<file path="src/rtl/bin_to_bcd_seq.sv">
// bin_to_bcd_seq: sequential 8-bit binary to 3-digit packed BCD converter,
// one double-dabble step per clock, valid/ready handshakes on both sides.
module bin_to_bcd_seq (
   input  logic        clk,
   input  logic        rst_n,
   input  logic        in_valid,
   output logic        in_ready,
   input  logic [7:0]  in_data,
   output logic        out_valid,
   input  logic        out_ready,
   output logic [11:0] bcd_out
);
   typedef enum logic [1:0] {IDLE, SHIFT, DONE} state_t;
   state_t      state_q, state_d;
   logic [2:0]  cnt_q, cnt_d;
   logic [7:0]  bin_q, bin_d;
   logic [11:0] scr_q, scr_d, bcd_q, bcd_d, adj;
   // Digits >= 5 are pre-corrected so the following shift carries into the next decade.
   assign adj[3:0]  = scr_q[3:0]  >= 4'd5 ? scr_q[3:0]  + 4'd3 : scr_q[3:0];
   assign adj[7:4]  = scr_q[7:4]  >= 4'd5 ? scr_q[7:4]  + 4'd3 : scr_q[7:4];
   assign adj[11:8] = scr_q[11:8] >= 4'd5 ? scr_q[11:8] + 4'd3 : scr_q[11:8];
   assign in_ready  = state_q == IDLE;
   assign out_valid = state_q == DONE;
   assign bcd_out   = bcd_q;
   always_comb begin
      state_d = state_q;
      cnt_d   = cnt_q;
      bin_d   = bin_q;
      scr_d   = scr_q;
      bcd_d   = bcd_q;
      unique case (state_q)
         IDLE: if (in_valid) begin
            bin_d   = in_data;
            scr_d   = 12'h000;
            cnt_d   = 3'd0;
            state_d = SHIFT;
         end
         SHIFT: begin
            {scr_d, bin_d} = {adj[10:0], bin_q, 1'b0};
            cnt_d          = cnt_q + 3'd1;
            if (cnt_q == 3'd7) begin
               bcd_d   = {adj[10:0], bin_q[7]};
               state_d = DONE;
            end
         end
         DONE: if (out_ready) state_d = IDLE;
         default: state_d = IDLE;
      endcase
   end
   always_ff @(posedge clk or negedge rst_n) begin
      if (!rst_n) begin
         state_q <= IDLE;
         cnt_q   <= 3'd0;
         bin_q   <= 8'h00;
         scr_q   <= 12'h000;
         bcd_q   <= 12'h000;
      end else begin
         state_q <= state_d;
         cnt_q   <= cnt_d;
         bin_q   <= bin_d;
         scr_q   <= scr_d;
         bcd_q   <= bcd_d;
      end
   end
endmodule

</file>
<file path="config.mk">
export PLATFORM = sky130hd
export DESIGN_NAME = bin_to_bcd_seq
export DESIGN_NICKNAME = d
export VERILOG_FILES = /design/src/rtl/bin_to_bcd_seq.sv
export SDC_FILE = /design/constraint.sdc
export NUM_CORES = 1
export LEC_CHECK = 0
export CORE_UTILIZATION = 45
export DETAILED_ROUTE_END_ITERATION = 8
export PLACE_DENSITY = 0.74
export SKIP_LAST_GASP = 1
export SLEW_MARGIN = 20
export SYNTH_ARGS = -nofsm -noshare
export SYNTH_HDL_FRONTEND = slang
export SYNTH_SLANG_ARGS = --single-unit
</file>
<file path="constraint.sdc">
create_clock -name clk -period 1.9 [get_ports clk]
set_clock_uncertainty 0.05 [all_clocks]
set_input_delay 0.285 -clock clk [delete_from_list [all_inputs] [get_ports clk]]
set_output_delay 0.285 -clock clk [all_outputs]
set_load 0.01 [all_outputs]
</file>
==> metrics.md, run 1 <==
| Metric | Value |
|---|---|
| Worst min-delay path category | in2async |
| Reg2Reg Launch Point | scr_q[0] |
| Cells after Synth | 177 |
| Synth Net Count | 197 |
| Worst-Margin Slew | 0.462 ns |
| Setup TNS Final | 0 ns |
| Final net count | 227 |
| Dpl ws | 0.197 ns |
| Root Buffer | clkbuf_8 |
| Critical Path Fanout Max | 6 |
| Slew margin rel. | 69.2% |
| Unrepaired setup endpoints after global routing | false |
| Total power | 0.00346 W |
| TritonCTS clock tree | done |
| # DRC | 0 |
| Row count | 22 |
| Fmax | 566 MHz |
| Endpoints failing setup | 0 |
| HPWL Detailed | 2410 µm |
| Synth Warn # | 0 |
| Mapped Avg Cell Area | 10.3 µm² |
| Sequential share of the synthesized area | 50.7% |
| Maxcap violations | 0 |
| Drt total wl | 3420 µm |
| CP arrival | 1.43 ns |
| First-pass GRT wire length | 5800 µm |
| Distinct cells, synth | 29 |
| Post-Synthesis Cell Area | 1830 µm² |
| Wire length per cell | 13.4 µm |
| Final worst slack | 0.133 ns |
| Core Footprint | 3770 µm² |
| Max VDD drop | 0.904 mV |
| Worst Path Required | 1.56 ns |
| N_diodes | 0 |
| CP Cell Sequence | inv_2 -> nor2_1 -> clkdlybuf4s50_1 |
| Post-cts hold buffer count | 0 |
| Worst R2R End | scr_q[2] |
| CP top delay family | buffers and inverters |
| Clock Latency Late Sink | 0.29 ns |
| Fin crit share | 93.0% |
| Antenna Nets Post-Route | 0 |
| Pwr dens | 1570 nW/µm² |
| Simple-gate portion of the synthesized area | 15.0% |
| Commonest non-fill, non-tap cell in the layout | dfrtp_1 |
| Worst-path clk slew | 0.07 ns |
| Setup crit end kind | primary output |
| Die width | 65.7 µm |
| Hold Violations, Final | 0 |
| Clk buf depth | 2 |
| Port Buffer Count | 25 |
| Vias | 1381 |
| Total track usage | 18.3% |
| Initial antenna violation count | 0 |
| FF-to-FF setup slack | 0.18 ns |
| Most frequent cells in the layout | dfrtp_1 (36), nand2_1 (30), clkdlybuf4s50_1 (25), o21ai_0 (23), a21oi_1 (10) |
| Die ar. | 4320 µm² |
| Startpoint Class | register |
| Slowest cell on the critical path | clkdlybuf4s50_1 |
| DR iter-0 viols | 52 |
| Util after Layout | 58.6% |
| Die Ht | 65.7 µm |
| Initial core utilization | 48.4% |
| CP max stage delay | 0.55 ns |
| TritonRoute pass-1 iters | 5 |
| Final Cell Area | 2210 µm² |
| CTS H-Tree Depth | 2 |
| Number of global-route vias before repair | 1362 |
| Yosys reg bits | 37 |
| R2R depth | 6 |
| Post-DP Area | 2100 µm² |
| Largest family of logic cells by synthesized area | compound AO/OA/AOI/OAI gates |
| Outcome | finished clean |
| Leakage dissipation | 0.987 nW |
| Boundary Pins | 26 |
| Mux share of post-synthesis cell area | 2.88% |
| Slew Limit Fails | 0 |
| Gr ovfl total | 0 |
| Layout cells sized above 1 | 15.9% |
| Clock net sink count | 37 |
| Post-Synth XOR/XNOR Area | 1.44% |
| Largest net degree at the start of global routing | 38 |
| Adder-cell share of the synthesized area | 5.48% |
| Setup Crit Path Kind | reg2out |
| Area delta synth->final | 20.9% |
| Cts bufs inserted | 5 |
| Crit path buffers/inverters | 2 |
| Vias/cell | 5.39 |
| Placer's final routability congestion estimate | 0.848 |
| Min Tclk post-route | 1.77 ns |
| Compound-gate portion of the synthesized area | 18.6% |
| Filler cells | 319 |
-- registers in the layout, summed over array words and instances (netlist names) --
name and flops:
bcd_out 12, scr_q 12, bin_q 8, cnt_q 3
state_q 2
-- cells by family after synthesis --
| kind of cell | count (synthesis) |
|---|---|
| AO/OA/AOI/OAI | 54 |
| AND/OR/NAND/NOR | 54 |
| flip-flops | 37 |
| buffers and inverters | 17 |
| adder cells (fa/ha/maj) | 8 |
| multiplexers | 4 |
| XOR/XNOR | 3 |
-- where the power goes --
group / switching, W / total [W] / internal [W] / leakage [nW]
Combinational: 0.000804 / 0.00158 / 0.000779 / 0.465
Sequential: 0.000244 / 0.00135 / 0.00111 / 0.477
Clock: 0.000272 / 0.000526 / 0.000254 / 0.0450
-- timing repair --
item | CTS | global route
resized for setup | 1 | 0
setup endpoints to repair | 1 | 1
buffers inserted | 0 | 3
-- cells in the mapped netlist --
library cell / n / area [µm²]
buf_2: 2 / 10.0
and3b_1: 3 / 26.3
ha_1: 8 / 100
nor2b_4: 1 / 13.8
nor3_1: 3 / 15.0
o21ai_2: 9 / 78.8
a21oi_1: 10 / 50.1
o21ai_1: 1 / 5.00
buf_4: 3 / 22.5
nand2b_1: 4 / 25.0
xnor2_1: 3 / 26.3
nor3b_1: 5 / 37.5
o31ai_1: 1 / 7.51
inv_1: 7 / 26.3
nand2_1: 30 / 113
inv_2: 1 / 3.75
nand3_1: 3 / 15.0
a32o_1: 1 / 10.0
mux2_4: 2 / 30.0
a22o_1: 3 / 26.3
nor2_1: 3 / 11.3
dfrtp_1: 37 / 926
mux2_2: 2 / 22.5
o21ai_0: 23 / 115
a22oi_1: 4 / 30.0
nand2_4: 1 / 11.3
nor2b_1: 1 / 6.26
buf_6: 4 / 45.0
a21oi_2: 2 / 17.5
-- worst reg2reg max path: cells and delay by family (launching register included) --
kind / cells / cell delay [ns]
AOI/OAI and AO/OA: 2 / 0.38
adders and majority gates: 1 / 0.24
buffers and inverters: 1 / 0.11
DFF: 1 / 0.41
muxes: 1 / 0.33
and+or+nand+nor: 1 / 0.11
-- layout make-up --
| cell class | instances | area (µm²) | share of cell area (%) |
|---|---|---|---|
| multi-input combinational | 123 | 793 | 35.9 |
| tap | 48 | 60.1 | 2.72 |
| clock buffer | 6 | 72.6 | 3.29 |
| sequential | 37 | 927 | 42.0 |
| clock inverter | 2 | 10.0 | 0.453 |
| inverter | 8 | 30.0 | 1.36 |
| timing repair buffer | 32 | 315 | 14.3 |
-- how the worst max path moves through the flow --
stage	from	endpoint	cells after the start
2_1_floorplan	scr_q[8]	bcd_out[10]	6
3_3_place_gp	scr_q[8]	scr_q[10]	6
3_5_place_dp	scr_q[0]	scr_q[2]	6
4_1_cts	state_q[1]	out_valid	3
5_1_grt	scr_q[8]	bcd_out[10]	6
6_report	state_q[1]	out_valid	3
-- stage by stage --
| stage | instances | hold slack, ns |
|---|---|---|
| after global routing | 256 | 0.416 |
| final | 256 | 0.359 |
| after global placement | 245 | 0.410 |
| after CTS | 253 | 0.372 |
| after detailed placement | 245 | 0.417 |
| after floorplan | 177 | -0.0606 |
-- metal layers --
layer	track usage, %	part of all wire (%)	up-vias
li1	-	-	671
met3	5.21	3.6	5
met2	32.1	51	31
met5	0	0	-
met4	8.42	1.2	0
met1	20.0	44	674
Note: power is estimated with default switching activity, not from simulation.
==> run 2, diff against run 1 <==
ABC_AREA = 1   (was not set)
==> metrics.md, run 2 <==
| Metric | Value |
|---|---|
| Final Cell Area | 2220 µm² (+0.62%) |
| Die Ht | 65.6 µm (-0.17%) |
| Clock Latency Late Sink | 0.29 ns (about the same) |
| Number of global-route vias before repair | 1520 (+12%) |
| Part of the power in combinational logic | 43.9% (-1.8 points) |
| Vias/cell | 4.94 (-8.4%) |
| TritonRoute pass-1 iters | 6 (+1) |
| Setup crit end kind | primary output |
| Pwr dens | 1670 nW/µm² (+6.3%) |
| CP max stage delay | 0.56 ns (about the same) |
| Worst Path Required | 1.56 ns (about the same) |
| Clock power frac | 19.0% (+3.8 points) |
| Post-synth EDFFs | 0 (unchanged) |
| Post-DP Area | 2090 µm² (-0.42%) |
| Port Buffer Count | 25 (unchanged) |
| Flop pwr share | 37.1% (-2.0 points) |
| Hold Violations, Final | 0 (unchanged) |
| Unrepaired setup endpoints after global routing | false |
| Antenna Nets Post-Route | 0 (unchanged) |
| Largest area contributor in the netlist | dfrtp_1 |
| Layout cells sized above 1 | 7.66% (-8.2 points) |
| Yosys reg bits | 37 (unchanged) |
| Endpoints failing setup | 0 (unchanged) |
| Commonest cells in the netlist | nand2_1 (80), dfrtp_1 (37), nand3_1 (20) |
| Fmax | 553 MHz (-2.3%) |
| Root Buffer | clkbuf_8 |
| Slowest cell on the critical path | clkdlybuf4s50_1 |
| Cells after Synth | 218 (+23%) |
| Worst-path clk slew | 0.07 ns (about the same) |
| Post-Synthesis Cell Area | 1820 µm² (-0.34%) |
| Distinct cells, synth | 20 (-31%) |
| Startpoint Class | register |
| Ys flop type | dfrtp_1 |
| Placer's final routability congestion estimate | 0.834 (-1.6%) |
| Boundary Pins | 26 (unchanged) |
| Die width | 65.6 µm (-0.17%) |
| TritonCTS clock tree | done |
| Worst-Margin Slew | 0.454 ns (-0.00815 ns) |
| Row count | 22 (unchanged) |
| Synth Warn # | 0 (unchanged) |
| Post-synth top area share | 50.9% (+0.17 points) |
| Max VDD drop | 0.680 mV (-25%) |
| Area contributors post-synth | dfrtp_1 (51%), nand2_1 (16%), ha_1 (5.5%), nand3_1 (5.5%), o21ai_0 (4.1%) |
| Drt total wl | 3620 µm (+6.0%) |
| Mapped Avg Cell Area | 8.35 µm² (-19%) |
| Slew margin rel. | 69.7% (+0.54 points) |
| Post-CTS Setup Bufs | 0 (unchanged) |
| Maxcap violations | 0 (unchanged) |
| Total track usage | 20.5% (+2.2 points) |
| Most frequent cells in the layout | nand2_1 (80), dfrtp_1 (37), clkdlybuf4s50_1 (24), nand3_1 (20) |
| Worst min-delay path category | in2async |
| Sequential share of the synthesized area | 50.9% (+0.17 points) |
| DR iter-0 viols | 110 (+110%) |
| Min Tclk post-route | 1.81 ns (+0.0422 ns) |
| N_diodes | 0 (unchanged) |
| Sequential Area | 926 µm² (-0.13%) |
| Fin crit share | 95.2% (+2.2 points) |
| Synth Net Count | 238 (+21%) |
| P_int | 0.00223 W (+4.1%) |
| CTS H-Tree Depth | 2 (unchanged) |
| Area delta synth->final | 22.1% |
| Clk buf depth | 2 (unchanged) |
| Cts bufs inserted | 5 (unchanged) |
| Final net count | 267 (+18%) |
| Fraction of registers with async set/reset | 100% (unchanged) |
| FF-to-FF setup slack | 0.33 ns (+0.15 ns) |
| Wire length per cell | 12.2 µm (-8.3%) |
| Leakage dissipation | 1.12 nW (+13%) |
| HPWL Detailed | 2550 µm (+5.8%) |
| Sw frac | 39.7% (+1.6 points) |
| Multi-input gate area | 769 µm² (-3.0%) |
| Initial core utilization | 48.3% (-0.17 points) |
| Core Footprint | 3770 µm² (unchanged) |
| # DRC | 0 (unchanged) |
| Most frequent cell after synthesis | nand2_1 |
| Worst R2R End | bcd_out[8] |
| Setup Crit Path Kind | reg2out |
| Reg2Reg Launch Point | scr_q[4] |
| Slew Limit Fails | 0 (unchanged) |
| Critical Path Fanout Max | 5 (-1) |
| Commonest non-fill, non-tap cell in the layout | nand2_1 |
| Outcome | finished clean |
| Initial antenna violation count | 0 (unchanged) |
| Gr ovfl total | 0 (unchanged) |
| Die ar. | 4300 µm² (-0.33%) |
| Filler cells | 357 (+12%) |
| Setup TNS Final | 0 ns (unchanged) |
| R2R depth | 7 (+1) |
| CP arrival | 1.47 ns (+0.04 ns) |
| Largest net degree at the start of global routing | 22 (-42%) |
| Clock net sink count | 37 (unchanged) |
| CP Cell Sequence | nor2_2 -> clkdlybuf4s50_1 |
| Net Sw Power | 0.00147 W (+11%) |
| First-pass GRT wire length | 6510 µm (+12%) |
| Vias | 1462 (+5.9%) |
run 2: cell count changes in the layout (fill, tap and decap cells not counted), sizes merged, moves of 4 or more:
cell    before  now
a21oi       12    1
a22oi        4    0
buf          7    2
inv          8   18
mux2         4    0
nand2       31   84
nand2b       4    0
nand3        3   20
nand4        0    4
nor2         3   11
nor3b        5    0
o21ai       33   25
run 2: what timing repair did:
action / CTS / global route
setup endpoints to repair: 0 / 1
resized for setup: 0 / 1
hold endpoints to repair: 18 / 0
hold buffers: 1 / 0
run 2: critical path, delay by kind of cell (launching register included):
| kind | cells | cell delay, ns |
|---|---|---|
| and+or+nand+nor | 1 | 0.16 |
| buffers and inverters | 1 | 0.56 |
| DFF | 1 | 0.46 |
run 2: final cells by class:
cell class | count | area share, %
clock inverters | 1 | 1.35
clock buffers | 7 | 3.89
repair buffers | 27 | 12.4
multi-input cells | 157 | 34.6
flip-flops and latches | 37 | 41.7
well taps | 48 | 2.70
inverters | 19 | 3.38
run 2: through the flow:
step                      instances  hold WS (ns)  utilization, %  setup WS [ns]  total power, W
after floorplan                 218       -0.0606               -          0.611         0.00251
after global placement          287         0.212            55.5          0.364         0.00295
after detailed placement        287         0.213            55.5          0.353         0.00301
after CTS                       296         0.431            58.9         0.0270         0.00372
after global routing            296         0.446            58.9        0.00830         0.00406
final                           296         0.420            58.9         0.0913         0.00370
run 2: how the worst max path moves through the flow:
stage | startpoint | slack [ns] | cells after the start | to
2_1_floorplan | cnt_q[0] | 0.61 | 6 | bcd_out[10]
3_5_place_dp | cnt_q[0] | 0.35 | 6 | bcd_out[4]
6_report | state_q[0] | 0.09 | 2 | in_ready
5_1_grt | state_q[0] | 0.008 | 2 | in_ready
3_3_place_gp | state_q[0] | 0.36 | 2 | in_ready
4_1_cts | state_q[0] | 0.03 | 2 | in_ready
run 2: cell families (layout without fill, tap and decap cells):
kind of cell / count (synthesis) / count (layout) / share of synthesized area, %
buffers and inverters: 24 / 54 / 7.01
flip-flops: 37 / 37 / 50.9
adder cells (fa/ha/maj): 8 / 8 / 5.50
AO/OA/AOI/OAI: 30 / 30 / 8.80
AND/OR/NAND/NOR: 119 / 119 / 27.8
run 2: routing by layer:
layer	up-vias	GRT usage (%)	wire (µm)
met4	0	6.79	44
met5	-	0	0
met2	26	34.1	1700
met1	671	24.9	1760
li1	761	-	-
met3	4	6.60	116
run 2: power by group through the flow:
stage | Combinational [W] | Clock (W) | Sequential, W
floorplan | 0.00113 | 0 | 0.00138
global placement | 0.00158 | 0 | 0.00137
detailed placement | 0.00162 | 0 | 0.00138
CTS | 0.00164 | 0.000718 | 0.00137
global route | 0.00188 | 0.000763 | 0.00142
finish | 0.00163 | 0.000703 | 0.00137
